<file path="config.mk">
export PLATFORM = sky130hd
export DESIGN_NAME = fetch_decode_buffer
export DESIGN_NICKNAME = d
export VERILOG_FILES = /design/src/rtl/fetch_decode_buffer.sv
export SDC_FILE = /design/constraint.sdc
export NUM_CORES = 1
export LEC_CHECK = 0
export ABC_AREA = 1
export BUFFER_PORTS_ARGS = -buffer_cell sky130_fd_sc_hd__buf_2
export CAP_MARGIN = 30
export CORE_ASPECT_RATIO = 0.75
export CORE_MARGIN = 1.5
export CORE_UTILIZATION = 56
export CTS_BUF_LIST = sky130_fd_sc_hd__clkbuf_2 sky130_fd_sc_hd__clkbuf_4 sky130_fd_sc_hd__clkbuf_8
export CTS_CLUSTER_SIZE = 25
export DETAILED_ROUTE_END_ITERATION = 8
export GPL_TIMING_DRIVEN = 0
export HOLD_SLACK_MARGIN = 0.05
export PLACE_DENSITY = 0.87
export SYNTH_ARGS = -nofsm -noshare
export SYNTH_HDL_FRONTEND = slang
export SYNTH_SLANG_ARGS = --single-unit
</file>
<file path="constraint.sdc">
create_clock -name clk -period 21 [get_ports clk]
set_input_delay 3.15 -clock clk [delete_from_list [all_inputs] [get_ports clk]]
set_output_delay 3.15 -clock clk [all_outputs]
set_load 0.01 [all_outputs]
</file>
<file path="src/rtl/fetch_decode_buffer.sv">
// fetch_decode_buffer: elastic FIFO of {pc, npc, instr} entries between
// instruction fetch and decode, with valid/ready handshakes on both sides
// and a single-cycle flush for branch/jump redirects.
// Optional feature macro: FD_BUFFER_PERF_EN enables the stall/flush
// performance counters; without it both counter ports read zero.
module fetch_decode_buffer #(
  parameter int                XLEN      = 32,
  parameter int                DEPTH     = 2,
  parameter logic [XLEN-1:0]   NOP_INSTR = XLEN'(32'h00000013)
) (
  input  logic                     clk,
  input  logic                     rst_n,
  input  logic                     flush_i,
  input  logic                     in_valid,
  output logic                     in_ready,
  input  logic [XLEN-1:0]          in_pc,
  input  logic [XLEN-1:0]          in_npc,
  input  logic [XLEN-1:0]          in_instr,
  output logic                     out_valid,
  input  logic                     out_ready,
  output logic [XLEN-1:0]          out_pc,
  output logic [XLEN-1:0]          out_npc,
  output logic [XLEN-1:0]          out_instr,
  output logic [$clog2(DEPTH):0]   count,
  output logic [31:0]              perf_stall_cnt,
  output logic [31:0]              perf_flush_cnt
);

  localparam int PTR_W = $clog2(DEPTH);
  localparam int CNT_W = PTR_W + 1;
  localparam logic [PTR_W-1:0] PTR_ONE = PTR_W'(1);
  localparam logic [CNT_W-1:0] CNT_ONE = CNT_W'(1);
  localparam logic [CNT_W-1:0] CNT_FULL = CNT_W'(DEPTH);

  // Storage is deliberately not reset; occupancy alone says what is valid.
  logic [XLEN-1:0]  r_mem_pc    [DEPTH];
  logic [XLEN-1:0]  r_mem_npc   [DEPTH];
  logic [XLEN-1:0]  r_mem_instr [DEPTH];

  logic [PTR_W-1:0] r_wr_ptr;
  logic [PTR_W-1:0] r_rd_ptr;
  logic [CNT_W-1:0] r_count;

  logic w_in_ready;
  logic w_out_valid;
  logic w_push;
  logic w_pop;

  // Ready depends only on registered occupancy, so a full buffer refuses a
  // push even when decode pops in the same cycle.
  assign w_in_ready  = (r_count < CNT_FULL);
  assign w_out_valid = (r_count != '0);

  // Flush dominates: the offered entry is dropped and no pop is taken.
  assign w_push = in_valid && w_in_ready && !flush_i;
  assign w_pop  = w_out_valid && out_ready && !flush_i;

  assign in_ready  = w_in_ready;
  assign out_valid = w_out_valid;
  assign count     = r_count;

  // Head entry is shown only while valid; otherwise decode sees a NOP.
  assign out_pc    = w_out_valid ? r_mem_pc[r_rd_ptr]    : '0;
  assign out_npc   = w_out_valid ? r_mem_npc[r_rd_ptr]   : '0;
  assign out_instr = w_out_valid ? r_mem_instr[r_rd_ptr] : NOP_INSTR;

  // Pointer and occupancy update; reset and flush both empty the buffer.
  always_ff @(posedge clk) begin
    if (!rst_n || flush_i) begin
      r_wr_ptr <= '0;
      r_rd_ptr <= '0;
      r_count  <= '0;
    end else begin
      if (w_push) r_wr_ptr <= r_wr_ptr + PTR_ONE;
      if (w_pop)  r_rd_ptr <= r_rd_ptr + PTR_ONE;
      case ({w_push, w_pop})
        2'b10:   r_count <= r_count + CNT_ONE;
        2'b01:   r_count <= r_count - CNT_ONE;
        default: r_count <= r_count;
      endcase
    end
  end

  // One write port per entry slot, selected by the write pointer.
  for (genvar gi = 0; gi < DEPTH; gi++) begin : g_entry
    // Capture the fetched entry into this slot on an accepted push.
    always_ff @(posedge clk) begin
      if (rst_n && w_push && (r_wr_ptr == PTR_W'(gi))) begin
        r_mem_pc[gi]    <= in_pc;
        r_mem_npc[gi]   <= in_npc;
        r_mem_instr[gi] <= in_instr;
      end
    end
  end

`ifdef FD_BUFFER_PERF_EN
  logic [31:0] r_perf_stall_cnt;
  logic [31:0] r_perf_flush_cnt;

  // Count decode back-pressure cycles and flushes that discard real work.
  always_ff @(posedge clk) begin
    if (!rst_n) begin
      r_perf_stall_cnt <= '0;
      r_perf_flush_cnt <= '0;
    end else begin
      if (w_out_valid && !out_ready && !flush_i)
        r_perf_stall_cnt <= r_perf_stall_cnt + 32'd1;
      if (flush_i && w_out_valid)
        r_perf_flush_cnt <= r_perf_flush_cnt + 32'd1;
    end
  end

  assign perf_stall_cnt = r_perf_stall_cnt;
  assign perf_flush_cnt = r_perf_flush_cnt;
`else
  assign perf_stall_cnt = 32'h0;
  assign perf_flush_cnt = 32'h0;
`endif

endmodule

</file>
# ---- Yosys cells after proc, flatten, opt, wreduce, memory -nomap -nowiden
# Memories as Yosys holds them, arrays and structs flattened. A register that Yosys moved wholly into a read port is not among the register bits.
# Cells that the tools add are included.
dict set report totals {
  mem_bits_rw 192
  n_memories 3
  input_bits 101
  elab_cells 52
  regBits 4
}
dict set report op_classes {
  eq_ne 2
  bitwise_logic 1
  reduce_logical 15
  n_mux 23
  n_lt_le_gt_ge 1
  n_addsub 4
}
# name depth width rd rd_ports_with_merged_regs wr line_no
set memory_table {}
lappend memory_table {r_mem_instr 2 32 1 1 1 38} ;# logic [XLEN-1:0] r_mem_instr [DEPTH];
lappend memory_table {r_mem_npc 2 32 1 1 1 37} ;# logic [XLEN-1:0] r_mem_npc [DEPTH];
lappend memory_table {r_mem_pc 2 32 1 1 1 36} ;# logic [XLEN-1:0] r_mem_pc [DEPTH];
# cell n
set ops {}
lappend ops {{two-way mux 32 bit} 6}
lappend ops {{OR reduction 32 bit} 3}
lappend ops {{two-way mux 1 bit} 16}
lappend ops {{logical AND 1 bit} 7}
lappend ops {{case mux 2 bit (2 select lines)} 1}
lappend ops {{nonzero test 2 bit} 2}
lappend ops {{adder 1 bit, second input constant} 2}
lappend ops {{adder 2 x 1 -> 2 bit, second input constant} 1}
lappend ops {{equality test 2 x 1 -> 1 bit, second input constant} 1}
lappend ops {{equality test 2 bit, second input constant} 1}
lappend ops {{zero test 1 bit} 2}
lappend ops {{< comparator 2 bit, second input constant} 1}
lappend ops {{subtractor 2 x 1 -> 2 bit, second input constant} 1}
lappend ops {{logical OR 1 bit} 1}
lappend ops {{inverter 1 bit} 1}

# ---- Logic depth before layout (Yosys ltp)
dict set report logic_depth {
  depth_word 9
  depth_mapped 10
  depth_no_buf 10
}

# ---- Worst setup path after synthesis
# No wires, ideal clock.
dict set report synth_timing {
  path_kind {in2reg}
  from {in flush_i}
  to {mem r_mem_instr[0][0] (enable)}
  required_time_ns 20.331
  path_stages 3
  slack_ns 10.494
  setup_ns 0.669
  arrival_time_ns 9.837
  cell_sequence {inv_1 > nand3_1 > nor3_1}
}
dict set report synth_between {
  elab_chain_cells 8
}
# element line_no
set synth_rtl {}
lappend synth_rtl {{start, declared} 13} ;# input logic flush_i,
lappend synth_rtl {{zero test 1 bit (*)} 55} ;# assign w_push = in_valid && w_in_ready && !flush_i;
lappend synth_rtl {{logical AND 1 bit (*)} 55}
lappend synth_rtl {{logical AND 1 bit (*)} 88} ;# if (rst_n && w_push && (r_wr_ptr == PTR_W'(gi))) begin
lappend synth_rtl {{logical AND 1 bit} 88}
lappend synth_rtl {{two-way mux 1 bit} 88}
lappend synth_rtl {{two-way mux 1 bit (implied by the code)} 91} ;# r_mem_instr[gi] <= in_instr;
lappend synth_rtl {{OR reduction 32 bit (no source line)} --}
lappend synth_rtl {{two-way mux 1 bit (no source line)} --}
lappend synth_rtl {{end, declared} 38}
# Every way passes the cells marked *; elsewhere a longest branch is shown, timed or not.

# ---- Final worst setup path
dict set report layout_timing {
  from {in flush_i}
  to {mem r_mem_instr[1][3] (enable)}
}
# Same word-level chain as after synthesis.

==> metrics <==
IO buf count=200; WS Path Type=input pin to register; Internal=between 0.5 and 0.6 mW; drt first pass iters=4; Max-cap violations=0; Via-to-Cell Ratio=4.79; final worst path period share=23.1%; GPL Wtd Cong=0.719; clk sink count=197; Synth Flop Type=edfxtp_1; DP HPWL=12.8 mm; Sw Ratio=23.1%; WL/cell=15.5 µm; worst slew pin tran=0.887 ns; antenna violation net count after detailed routing=0; Worst Hold Class=register to register; most frequent cells in the layout=buf_2, nand2_1, edfxtp_1; Final Hold Viols=0; cell taking the most area after synthesis=edfxtp_1; max_slew headroom=approximately two fifths; Cell Pwr Density=73.2 nW/µm²; Ports=265; commonest non-fill, non-tap cell in the layout=buf_2; post-synthesis instance total=617; Core Rows=37; Data arrival, critical path=between 5 and 6 ns; number of CTS-inserted buffers=17; P_sw=0.172 mW; grt ovf=0; skew final=between 0.008 and 0.009 ns; die extent in y=107 µm; CTS Buffer Depth=2; hold_buf cts=0; core area=around 14,000 µm²; number of synthesized flops with an enable pin=192; slack of the critical path=~16 ns; clk slew on worst S/H paths=0.10 ns; outcome=completed; Yosys warning count=0; Yosys reg bits=197; Post-synth ARST share=0%; Yosys top cell area share=just over 70%; Clk pwr share=about a third; design area=slightly above 10,000 µm²; Routed WL=17.4 mm; Die Area=roughly 15,000 µm²; Mean Syn Cell Area=13.1 µm²; TritonCTS clock tree=done; Setup Buffers After CTS=0; crit path launch type=input pin; initial antenna violation count=2; vias in the first global route=about 5,000; Root Buffer=clkbuf_8; Total GRT Usage=23.3%; sequential-to-total area share from yosys stat=about 72%; FMAX=206 MHz; leakage=approximately 4.4 nW; Cells after DPL=1,091; cts repair resizes=0; Layout Utilization=73.2%; final setup TNS=0 ns; Distinct cells, synth=20; global-route wire length before repair=26.2 mm; fin. max-slew vios=0; post-route insts no fill=1,124; Final setup viols=0; Synth-to-Final Area Change=26.0%; DP Area=9780 µm²; # nets final=1,017; share of post-route cells with drive strength above 1=40.8%; htree depth=4; vias=5,388; # DRC=0; initial core utilization=58.1%; VDD IR-drop max=49.7 µV; largest net degree at the start of global routing=20; synthesized cell area=8100 µm²; critical-path maximum fanout=13; die width=about 140 µm; fin crit period=4.86 ns; proportion of power drawn by combinational gates=7.7%; top cells by area, synth=edfxtp_1, nand2_1, buf_4; Flop pwr share=just under 60%; clock latency on the worst-skew pair=~0.44 ns; RSZ-0062 raised after global routing=false; CP endpoint kind=register; DRT iter0 DRCs=284; Setup WS pre-CTS=15.68 ns; CP required=21.16 ns
==> registers in the layout (all words and copies together) (netlist names), named ones only <==
register	cells
r_mem_instr	64
r_mem_npc	64
r_mem_pc	64
count	2
r_rd_ptr	1
r_wr_ptr	1
==> metrics by stage <==
stage | hold slack [ns] | power, mW
5_1_grt | 0.558 | 0.775
2_1_floorplan | 0.465 | 0.483
3_5_place_dp | 0.504 | 0.505
3_3_place_gp | 0.480 | 0.504
4_1_cts | 0.534 | 0.752
6_report | 0.534 | 0.747
==> power by group through the flow <==
stage	combinational [mW]	sequential, mW	clock (mW)
after floorplan	0.0326	0.450	0
after global placement	0.0526	0.451	0
after detailed placement	0.0563	0.449	0
after CTS	0.0566	0.440	0.255
after global routing	0.0629	0.441	0.271
final	0.0574	0.440	0.250
==> cells by family after synthesis <==
| family | Yosys count | share of synthesized area (%) |
|---|---|---|
| compound gates | 96 | 7.43 |
| xor+xnor | 1 | 0.108 |
| fa+ha+maj | 1 | 0.154 |
| buf+inv | 104 | 9.58 |
| flops | 197 | 72.4 |
| other cells | 1 | 0.0463 |
| simple gates | 217 | 10.2 |
==> per-layer routing <==
layer / track usage (%) / part of all wire [%] / vias to the layer above
met2: 41.6 / 52 / 223
li1: - / - / 2606
met4: 6.85 / 1.1 / 2
met5: 0 / 0.069 / -
met1: 26.9 / 39 / 2537
met3: 7.50 / 8.4 / 20
==> final cells by class <==
class | instances | area [µm²]
multi-input combinational | 379 | 1700
tap | 195 | 244
clock buffer | 17 | 234
fill | 904 | 3730
inverter | 9 | 36.3
antenna | 1 | 2.50
sequential | 197 | 5870
timing repair buffer | 216 | 1190
buffer | 95 | 739
clock inverter | 15 | 189
==> worst max-delay path, stage by stage <==
cell,delay [ns]
buf_2,0.13
inv_1,0.08
nand3_1,0.17
nor3_2,0.71
buf_8,0.24
buf_6,0.18
buf_6,0.18
buf_8,0.17
==> Yosys cell counts, drive strengths merged, types with 3 or more instances <==
| cell | instances |
|---|---|
| dfxtp | 5 |
| inv | 9 |
| edfxtp | 192 |
| nor3 | 3 |
| buf | 95 |
| a21oi | 94 |
| nand2 | 198 |
| nor2 | 10 |
| nand3 | 5 |
==> worst paths after layout <==
path              cells after the start     start  slack [ns]           endpoint
setup reg to reg                      7  count[1]       18.56  r_mem_instr[1][3]
hold / removal                        2  r_rd_ptr        0.53           register
hold reg to reg                       2  r_rd_ptr        0.53           register
setup / recovery                      8   flush_i       16.14  r_mem_instr[1][3]
Note: power is estimated with default switching activity, not from simulation.
